==> config.mk <==
export PLATFORM = sky130hd
export DESIGN_NAME = btn_repeat_db_flat
export DESIGN_NICKNAME = d
export VERILOG_FILES = /design/src/rtl/btn_repeat_db_if.sv /design/src/rtl/btn_repeat_db.sv /design/src/flat_wrapper.sv
export SDC_FILE = /design/constraint.sdc
export NUM_CORES = 1
export LEC_CHECK = 0
export CAP_MARGIN = 20
export CORE_MARGIN = 4
export CORE_UTILIZATION = 35
export CTS_BUF_LIST = sky130_fd_sc_hd__clkbuf_2 sky130_fd_sc_hd__clkbuf_4 sky130_fd_sc_hd__clkbuf_8
export DETAILED_ROUTE_END_ITERATION = 8
export GPL_ROUTABILITY_DRIVEN = 1
export MAX_ROUTING_LAYER = met4
export SETUP_SLACK_MARGIN = 0.02
export SLEW_MARGIN = 20
export SYNTH_ARGS = -nofsm -noshare
export SYNTH_HDL_FRONTEND = slang
export SYNTH_SLANG_ARGS = --single-unit
==> constraint.sdc <==
create_clock -name clk -period 2.3 [get_ports clk]
set_clock_uncertainty 0.15 [all_clocks]
set_input_delay 0.46 -clock clk [delete_from_list [all_inputs] [get_ports clk]]
set_output_delay 0.46 -clock clk [all_outputs]
set_load 0.05 [all_outputs]
==> src/rtl/btn_repeat_db_if.sv <==
// Pushbutton conditioner bus: raw switch and repeat enable in,
// debounced level and single-cycle event ticks out.
interface btn_repeat_db_if;

   logic sw;
   logic rpt_en;
   logic db;
   logic press_tick;
   logic release_tick;
   logic repeat_tick;
   logic long;

   // The side that owns the button and consumes the ticks.
   modport master (
      output sw,
      output rpt_en,
      input  db,
      input  press_tick,
      input  release_tick,
      input  repeat_tick,
      input  long
   );

   // The conditioner itself.
   modport slave (
      input  sw,
      input  rpt_en,
      output db,
      output press_tick,
      output release_tick,
      output repeat_tick,
      output long
   );

endinterface

==> src/rtl/btn_repeat_db.sv <==
// Synchronizes and debounces one raw pushbutton, producing a clean level,
// press/release ticks, a long-hold flag and auto-repeat ticks while held.
module btn_repeat_db #(
   parameter int TICK_W       = 19,
   parameter int DB_TICKS     = 2,
   parameter int HOLD_TICKS   = 50,
   parameter int REPEAT_TICKS = 10
) (
   input  logic           clk,
   input  logic           reset,
   btn_repeat_db_if.slave bus
);

   typedef enum logic [1:0] {
      ZERO  = 2'd0,
      WAIT1 = 2'd1,
      ONE   = 2'd2,
      WAIT0 = 2'd3
   } state_t;

   localparam logic [3:0] DbLoad  = 4'(DB_TICKS);
   localparam logic [7:0] HoldLim = 8'(HOLD_TICKS);
   localparam logic [7:0] RptLim  = 8'(REPEAT_TICKS);

   logic              sync1_q;
   logic              sync2_q;
   logic              sSw;

   logic [TICK_W-1:0] presc_q;
   logic              mTick;

   state_t            state_q;
   state_t            state_d;
   logic [3:0]        cnt_q;
   logic [3:0]        cnt_d;
   logic [7:0]        hcnt_q;
   logic [7:0]        hcnt_d;
   logic              rptPhase_q;
   logic              rptPhase_d;

   logic [7:0]        hcntInc;
   logic              holdHit;
   logic              repeatHit;

   logic              db_q;
   logic              db_d;
   logic              press_q;
   logic              press_d;
   logic              release_q;
   logic              release_d;
   logic              repeat_q;
   logic              repeat_d;
   logic              long_q;
   logic              long_d;

   // Two-flop synchronizer; only its second stage is used internally.
   always_ff @(posedge clk or negedge reset) begin
      if (!reset) begin
         sync1_q <= 1'b0;
         sync2_q <= 1'b0;
      end else begin
         sync1_q <= bus.sw;
         sync2_q <= sync1_q;
      end
   end

   assign sSw = sync2_q;

   // Free-running prescaler; a sample tick is the single cycle it reads zero.
   always_ff @(posedge clk or negedge reset) begin
      if (!reset) begin
         presc_q <= '0;
      end else begin
         presc_q <= presc_q + TICK_W'(1);
      end
   end

   assign mTick = (presc_q == '0);

   // Hold counter saturates so a very long hold never wraps into a false repeat.
   assign hcntInc   = (hcnt_q == 8'hFF) ? hcnt_q : hcnt_q + 8'd1;
   assign holdHit   = !rptPhase_q && (hcntInc == HoldLim);
   assign repeatHit =  rptPhase_q && (hcntInc == RptLim);

   // State register together with every registered output.
   always_ff @(posedge clk or negedge reset) begin
      if (!reset) begin
         state_q    <= ZERO;
         cnt_q      <= '0;
         hcnt_q     <= '0;
         rptPhase_q <= 1'b0;
         db_q       <= 1'b0;
         press_q    <= 1'b0;
         release_q  <= 1'b0;
         repeat_q   <= 1'b0;
         long_q     <= 1'b0;
      end else begin
         state_q    <= state_d;
         cnt_q      <= cnt_d;
         hcnt_q     <= hcnt_d;
         rptPhase_q <= rptPhase_d;
         db_q       <= db_d;
         press_q    <= press_d;
         release_q  <= release_d;
         repeat_q   <= repeat_d;
         long_q     <= long_d;
      end
   end

   // Next-state logic: debounce counting, hold timing and bounce recovery.
   always_comb begin
      state_d    = state_q;
      cnt_d      = cnt_q;
      hcnt_d     = hcnt_q;
      rptPhase_d = rptPhase_q;
      unique case (state_q)
         ZERO: begin
            if (sSw) begin
               state_d = WAIT1;
               cnt_d   = DbLoad;
            end
         end
         WAIT1: begin
            if (!sSw) begin
               state_d = ZERO;
            end else if (mTick) begin
               if (cnt_q == 4'd1) begin
                  state_d    = ONE;
                  hcnt_d     = '0;
                  rptPhase_d = 1'b0;
               end else begin
                  cnt_d = cnt_q - 4'd1;
               end
            end
         end
         ONE: begin
            if (!sSw) begin
               state_d = WAIT0;
               cnt_d   = DbLoad;
            end else if (mTick) begin
               if (holdHit) begin
                  hcnt_d     = '0;
                  rptPhase_d = 1'b1;
               end else if (repeatHit) begin
                  hcnt_d = '0;
               end else begin
                  hcnt_d = hcntInc;
               end
            end
         end
         WAIT0: begin
            // A bounce back to high resumes the hold where it left off.
            if (sSw) begin
               state_d = ONE;
            end else if (mTick) begin
               if (cnt_q == 4'd1) begin
                  state_d = ZERO;
               end else begin
                  cnt_d = cnt_q - 4'd1;
               end
            end
         end
         default: begin
            state_d = ZERO;
         end
      endcase
   end

   // Output logic: next values of the level, long flag and one-cycle ticks.
   always_comb begin
      db_d      = db_q;
      long_d    = long_q;
      press_d   = 1'b0;
      release_d = 1'b0;
      repeat_d  = 1'b0;
      case (state_q)
         WAIT1: begin
            if (sSw && mTick && (cnt_q == 4'd1)) begin
               db_d    = 1'b1;
               press_d = 1'b1;
            end
         end
         ONE: begin
            if (sSw && mTick && (holdHit || repeatHit)) begin
               repeat_d = bus.rpt_en;
               if (holdHit) begin
                  long_d = 1'b1;
               end
            end
         end
         WAIT0: begin
            if (!sSw && mTick && (cnt_q == 4'd1)) begin
               db_d      = 1'b0;
               release_d = 1'b1;
               long_d    = 1'b0;
            end
         end
         default: begin
         end
      endcase
   end

   assign bus.db           = db_q;
   assign bus.press_tick   = press_q;
   assign bus.release_tick = release_q;
   assign bus.repeat_tick  = repeat_q;
   assign bus.long         = long_q;

endmodule

==> src/flat_wrapper.sv <==
// flat-port wrapper written by rule: the top's interface ports become plain ports
module btn_repeat_db_flat 
#(
   parameter int TICK_W       = 19,
   parameter int DB_TICKS     = 2,
   parameter int HOLD_TICKS   = 50,
   parameter int REPEAT_TICKS = 10
)
  (clk, reset, bus_sw, bus_rpt_en, bus_db, bus_press_tick, bus_release_tick, bus_repeat_tick, bus_long);
  btn_repeat_db_if bus_i ();
  input  logic clk;
  input  logic reset;
  input wire logic [$bits(bus_i.sw)-1:0] bus_sw;
  input wire logic [$bits(bus_i.rpt_en)-1:0] bus_rpt_en;
  output wire logic [$bits(bus_i.db)-1:0] bus_db;
  output wire logic [$bits(bus_i.press_tick)-1:0] bus_press_tick;
  output wire logic [$bits(bus_i.release_tick)-1:0] bus_release_tick;
  output wire logic [$bits(bus_i.repeat_tick)-1:0] bus_repeat_tick;
  output wire logic [$bits(bus_i.long)-1:0] bus_long;
  assign bus_i.sw = bus_sw;
  assign bus_i.rpt_en = bus_rpt_en;
  assign bus_db = bus_i.db;
  assign bus_press_tick = bus_i.press_tick;
  assign bus_release_tick = bus_i.release_tick;
  assign bus_repeat_tick = bus_i.repeat_tick;
  assign bus_long = bus_i.long;
  btn_repeat_db #(.TICK_W(TICK_W), .DB_TICKS(DB_TICKS), .HOLD_TICKS(HOLD_TICKS), .REPEAT_TICKS(REPEAT_TICKS)) u_core (.clk(clk), .reset(reset), .bus(bus_i));
endmodule
==> results of run 1 <==
worst reg2reg max path: cells and delay by family, from the launching register on:
family	cells	cell delay [ns]
simple gates	3	0.72
compound gates	2	0.60
fa+ha+maj	1	0.26
flops	1	0.39
cell families after synthesis:
kind of cell / after synthesis / synth area share
adder cells (fa/ha/maj): 9 / 0.0508
buffers and inverters: 12 / 0.0203
flip-flops: 41 / 0.462
XOR/XNOR: 20 / 0.0790
AND/OR/NAND/NOR: 101 / 0.241
AO/OA/AOI/OAI: 45 / 0.139
multiplexers: 1 / 0.00677
area by class of cell:
cell class,count,area share
Timing Repair Buffer,27,0.0827
Sequential cell,41,0.390
Inverter,8,0.0114
Clock inverter,3,0.00665
Clock buffer,5,0.0261
Multi-Input combinational cell,176,0.448
Tap cell,75,0.0356
what timing repair did:
item,CTS,global route
hold buffers,0,0
endpoints found under the setup margin,1,12
buffers inserted,0,1
pin swaps,0,4
resized for setup,1,7
flip-flops by register name, summed over array words and instances (netlist names), named ones only:
signal / cells
u_core.bus.long: 1
u_core.bus.press_tick: 1
u_core.hcnt_q: 8
u_core.bus.release_tick: 1
u_core.cnt_q: 4
u_core.presc_q: 19
u_core.sSw: 1
u_core.sync1_q: 1
u_core.rptPhase_q: 1
u_core.state_q: 1
u_core.bus.repeat_tick: 1
u_core.bus.db: 1
stage by stage:
stage	power, mW	instances	utilization	TNS [ns]	setup WS, ns
finish	1.95	335	0.437	0	0.108
CTS	1.96	334	0.432	0	0.0312
detailed placement	1.48	326	0.416	0	0.0437
global route	2.08	335	0.437	-0.0205	-0.0193
floorplan	1.25	229	-	0	0.123
global placement	1.47	326	0.416	0	0.0760
worst max-delay path by stage:
stage                          start                      to  cells past startpoint  slack (ns)
floorplan            u_core.cnt_q[1]                    flop                      6        0.12
global placement     u_core.cnt_q[1]                    flop                      6        0.08
detailed placement   u_core.cnt_q[1]                    flop                      6        0.04
CTS                  u_core.cnt_q[1]                    flop                      6        0.03
global route        u_core.hcnt_q[1]  u_core.bus.repeat_tick                      6       -0.02
finish              u_core.hcnt_q[1]  u_core.bus.repeat_tick                      6        0.11
metal layers:
layer | part of all wire | up-vias | GRT usage
li1 | - | 880 | -
met1 | 0.47 | 860 | 0.181
met2 | 0.48 | 20 | 0.216
met3 | 0.027 | 10 | 0.0292
met4 | 0.016 | 0 | 0.0530
met5 | 0 | - | -
placed cells by master (no fill, tap or decap), types with 3 or more instances in the layout:
| cell | n |
|---|---|
| a21oi_1 | 7 |
| and3_1 | 10 |
| buf_4 | 19 |
| clkbuf_8 | 5 |
| clkdlybuf4s50_1 | 7 |
| dfrtp_1 | 41 |
| ha_1 | 7 |
| inv_1 | 7 |
| nand2_1 | 32 |
| nand3_1 | 4 |
| nand4_1 | 8 |
| nor2_1 | 22 |
| nor3_1 | 3 |
| nor4_1 | 4 |
| o211ai_1 | 4 |
| o21a_1 | 3 |
| o21ai_0 | 9 |
| o31ai_1 | 6 |
| xnor2_1 | 12 |
| xor2_1 | 8 |
power by group through the flow:
stage	sequential [mW]	combinational, mW	clock (mW)
global placement	0.829	0.645	0
global route	0.824	0.752	0.508
finish	0.817	0.665	0.469
detailed placement	0.829	0.650	0
CTS	0.815	0.659	0.486
floorplan	0.818	0.432	0
==> results.sh, run 1 <==
export IMPL_status="finished clean"
export IMPL_postLayoutCellArea_mm2=0.00263
export IMPL_worst_ir_drop_vdd_v=0.000382
export IMPL_postSynthCellCount=229
export IMPL_drt_first_pass_iters=4
export IMPL_track_usage=0.140
export IMPL_port_buffers=8
export IMPL_slew_violations=0
export IMPL_synth_seq_area_share=0.462
export IMPL_fin_crit_ns=2.19
export IMPL_synth_top_area_cell="dfrtp_1"
export IMPL_p_seq_frac=0.419
export IMPL_period_share=0.953
export IMPL_r2r_cells=6
export IMPL_cp_cell_sequence="ha_2 -> and4_1 -> and4_1 -> o21ai_1 -> o41ai_2 -> and3_1"
export IMPL_hold_ws_ns=0.0699
export IMPL_powerDensity_mw_per_mm2=741
export IMPL_critical_path_top_delay_family="simple AND/OR/NAND/NOR gates"
export IMPL_synth_common_cells="dfrtp_1 (41), nand2_1 (32), nor2_1 (22)"
export IMPL_p_comb_frac=0.341
export IMPL_coreArea_mm2=0.00603
export IMPL_power_switching_mw=0.705
export IMPL_fin_nets=272
export IMPL_netlist_area_leader_share=0.462
export IMPL_numCtsBuffers=5
export IMPL_path_common_cell="and4_1"
export IMPL_hold_path_class="input pin to async pin"
export IMPL_rows=28
export IMPL_multi_input_area_mm2=0.00118
export IMPL_synth_ff_type="dfrtp_1"
export IMPL_relSlewSlack=0.642
export IMPL_grt_max_degree=42
export IMPL_antenna_cells=0
export IMPL_r2r_end="u_core.bus.repeat_tick"
export IMPL_vias_per_cell=5.28
export IMPL_clkSlewWorstSetupHoldPaths_ns=0.08
export IMPL_fillCellCount=599
export IMPL_arrival_ns=2.27
export IMPL_grt_pass1_vias=1747
export IMPL_r2r_setup_slack_ns=0.11
export IMPL_synth_edff_count=0
export IMPL_start_util=0.368
export IMPL_clk_latency_ns=0.29
export IMPL_io_pins=9
export IMPL_fp_dieH_um=87.6
export IMPL_crit_fanout=6
export IMPL_yosysUniqueCellTypes=44
export IMPL_seq_area_mm2=0.00103
export IMPL_finalHoldViolCount=0
export IMPL_p_sw_frac=0.361
export IMPL_synth_area_leaders="dfrtp_1 (46%), nand2_1 (5.4%), ha_1 (5.1%), xnor2_1 (4.7%), nor2_1 (3.7%)"
export IMPL_cp_slowest_stage_delay_ns=0.50
export IMPL_grt_pass1_wl_mm=8.21
export IMPL_first_iter_violations=107
export IMPL_syn_cell_area_mm2=0.00222
export IMPL_ys_async_sr_fraction=1.00
export IMPL_p_clk_frac=0.240
export IMPL_slowest_stage="o41ai_2"
export IMPL_crit_path_end_kind="flop"
export IMPL_die_area_mm2=0.00768
export IMPL_gp_congestion=0.807
export IMPL_required_ns=2.37
export IMPL_ys_ff_latch=41
export IMPL_p_leak_nw=1.17
export IMPL_rsz0062_at_grt="true"
export IMPL_dr_total_vias=1770
export IMPL_synth_nets=242
export IMPL_reg2reg_from="u_core.hcnt_q[1]"
export IMPL_antenna_found_initial=0
export IMPL_place_area_mm2=0.00251
export IMPL_drc=0
export IMPL_clockBufferDepth=2
export IMPL_max_cap_viol_count=0
export IMPL_place_hpwl_mm=3.45
export IMPL_start_kind="flop"
export IMPL_cts_root_buf="clkbuf_8"
export IMPL_yosysMostFrequentCell="dfrtp_1"
export IMPL_postRouteAntennaNets=0
export IMPL_drive_gt1_frac=0.165
export IMPL_die_w_um=87.6
export IMPL_max_freq_mhz=456
export IMPL_numClockSinks=41
export IMPL_wl_per_cell_um=14.3
export IMPL_syn_avg_cell_area_um2=9.69
export IMPL_worst_pin_slew_ns=0.536
export IMPL_htreeDepth=2
export IMPL_cts_tree="done"
export IMPL_area_growth_pct=18.7
export IMPL_p_int_mw=1.25
export IMPL_ys_warn_count=0
export IMPL_grt_ovfl_total=0
export IMPL_crit_buf_inv=0
export IMPL_path_class="flop to flop"
export IMPL_setup_viol=0
export IMPL_drt_wl_total_mm=4.81
No activity file was read; power rests on OpenSTA's default activity.
==> run 2, diff against run 1 <==
--- a/config.mk
+++ b/config.mk
@@ -6,6 +6,7 @@
 export NUM_CORES = 1
 export LEC_CHECK = 0
 export CAP_MARGIN = 20
+export CORE_ASPECT_RATIO = 0.5
 export CORE_MARGIN = 4
 export CORE_UTILIZATION = 35
 export CTS_BUF_LIST = sky130_fd_sc_hd__clkbuf_2 sky130_fd_sc_hd__clkbuf_4 sky130_fd_sc_hd__clkbuf_8
==> run 2 against run 1 <==
  * Non-clock buffer count shrank 6
  * Setup slack gained 0.018 ns
  * Final cell count grew 2.1%
  * Via count grew 0.45%
  * Critical path depth is the same
  * Count of clock-buffer cells in the layout grew 1
  * Clock power grew 27%
  * Critical path type unchanged
==> results.sh, run 2 (same netlist as run 1, synthesis figures left out) <==
export IMPL_r2r_cells=6
export IMPL_clkSlewWorstSetupHoldPaths_ns=0.08
export IMPL_rsz0062_at_grt="false"
export IMPL_required_ns=2.33
export IMPL_r2r_setup_slack_ns=0.13
export IMPL_path_class="flop to flop"
export IMPL_numClockSinks=41
export IMPL_cts_tree="done"
export IMPL_finalSetupTns_ns=0
export IMPL_coreArea_mm2=0.00611
export IMPL_relSlewSlack=0.635
export IMPL_period_share=0.945
export IMPL_dr_total_vias=1778
export IMPL_gp_congestion=0.827
export IMPL_clk_latency_ns=0.29
export IMPL_area_growth_pct=18.6
export IMPL_worst_slack_ns=0.126
export IMPL_finalHoldViolCount=0
export IMPL_grt_pass1_vias=1787
export IMPL_postCtsSetupBuffers=0
export IMPL_drc=0
export IMPL_port_buffers=8
export IMPL_start_kind="flop"
export IMPL_largest_reg_flops=19
export IMPL_setup_viol=0
export IMPL_grt_max_degree=42
export IMPL_die_w_um=121
export IMPL_die_area_mm2=0.00775
export IMPL_top_regs="u_core.presc_q: 19 flops, u_core.hcnt_q: 8 flops, u_core.cnt_q: 4 flops"
export IMPL_post_place_ws_ns=0.0362
export IMPL_rows=20
export IMPL_reg2reg_from="u_core.cnt_q[1]"
export IMPL_cts_hold_fix_buffers=0
export IMPL_layout_commonest_cell="dfrtp_1"
export IMPL_regMostFlops="u_core.presc_q"
export IMPL_status="finished clean"
export IMPL_worst_ir_drop_vdd_v=0.000300
export IMPL_fp_dieH_um=64.3
export IMPL_powerDensity_mw_per_mm2=784
export IMPL_place_area_mm2=0.00249
export IMPL_dpl_cell_count=334
export IMPL_fin_nets=266
export IMPL_vias_per_cell=5.20
export IMPL_numCtsBuffers=5
export IMPL_stdcell_count=342
export IMPL_first_iter_violations=63
export IMPL_io_pins=9
export IMPL_layout_common_cells="dfrtp_1 (41), nand2_1 (32), nor2_1 (21)"
export IMPL_crit_fanout=5
export IMPL_p_leak_nw=1.16
export IMPL_finalPower_mw=2.06
export IMPL_arrival_ns=2.21
export IMPL_postRouteAntennaNets=0
export IMPL_clockBufferDepth=2
export IMPL_drt_first_pass_iters=4
export IMPL_crit_path_end_kind="flop"
export IMPL_drive_gt1_frac=0.150
export IMPL_grt_ovfl_total=0
export IMPL_grt_pass1_wl_mm=8.20
export IMPL_antenna_found_initial=0
export IMPL_drt_wl_total_mm=4.52
export IMPL_start_util=0.363
export IMPL_fin_crit_ns=2.17
export IMPL_htreeDepth=2
export IMPL_antenna_cells=0
export IMPL_hold_path_class="input pin to async pin"
export IMPL_worst_pin_slew_ns=0.542
export IMPL_slew_violations=0
export IMPL_max_cap_viol_count=0
export IMPL_wl_per_cell_um=13.2
export IMPL_postLayoutCellArea_mm2=0.00263
export IMPL_place_hpwl_mm=3.34
export IMPL_cts_root_buf="clkbuf_8"
export IMPL_max_freq_mhz=460
export IMPL_track_usage=0.134
[run 2: cell count changes in the layout (fill, tap and decap cells not counted), sizes merged]
cell      delta
buf          -6
clkinvlp     -1
clkbuf       +1
clkinv       -1
bufinv       +1
[run 2: what timing repair did]
item / 4_1_cts / 5_1_grt
setup endpoints to repair: 1 / 12
pin swaps: 1 / 3
gates resized for setup: 0 / 8
[run 2: worst max-delay path by stage]
stage / end / start / cells after the start / slack (ns)
3_5_place_dp: flop / u_core.cnt_q[1] / 6 / 0.04
3_3_place_gp: flop / u_core.cnt_q[1] / 6 / 0.07
6_report: flop / u_core.cnt_q[1] / 6 / 0.13
4_1_cts: flop / u_core.cnt_q[1] / 6 / 0.04
2_1_floorplan: flop / u_core.cnt_q[1] / 6 / 0.12
5_1_grt: flop / u_core.presc_q[4] / 5 / 0.03
[run 2: per-stage QoR]
step,hold WS (ns),util
2_1_floorplan,0.0144,-
3_3_place_gp,0.186,0.407
3_5_place_dp,0.202,0.407
4_1_cts,0.0763,0.426
5_1_grt,0.0956,0.431
6_report,0.0626,0.431
[run 2: power by group]
part	internal [mW]	leakage (nW)	total [mW]	switching, mW
combinational	0.258	0.556	0.646	0.388
clock	0.338	0.0588	0.597	0.259
sequential	0.767	0.543	0.819	0.0515
[run 2: cell type report]
| class | instances | area, µm² |
|---|---|---|
| clock buffers | 6 | 76.3 |
| clock inverters | 2 | 38.8 |
| fillers | 599 | 3470 |
| inverters | 8 | 30.0 |
| multi-input cells | 176 | 1180 |
| flip-flops and latches | 41 | 1030 |
| well taps | 88 | 110 |
| repair buffers | 21 | 173 |
[run 2: critical path: stages (launching register included)]
cell and delay [ns]:
dfrtp_1 0.39, inv_2 0.07, ha_1 0.15, or3b_4 0.39, or3b_4 0.43, a211o_1 0.30
a22o_1 0.17
[run 2: layer usage]
metal	part of all wire	global-route usage	wire (µm)
met3	0.039	0.0345	178
met5	0	-	0
met1	0.46	0.164	2090
met4	0.0064	0.0339	29
met2	0.49	0.223	2230
==> run 3, diff against run 2 <==
--- a/config.mk
+++ b/config.mk
@@ -12,6 +12,7 @@
 export CTS_BUF_LIST = sky130_fd_sc_hd__clkbuf_2 sky130_fd_sc_hd__clkbuf_4 sky130_fd_sc_hd__clkbuf_8
 export DETAILED_ROUTE_END_ITERATION = 8
 export GPL_ROUTABILITY_DRIVEN = 1
+export HOLD_SLACK_MARGIN = 0.02
 export MAX_ROUTING_LAYER = met4
 export SETUP_SLACK_MARGIN = 0.02
 export SLEW_MARGIN = 20
==> results of run 3 <==
No change in the layout: final DEF, timing and power equal those of run 2.
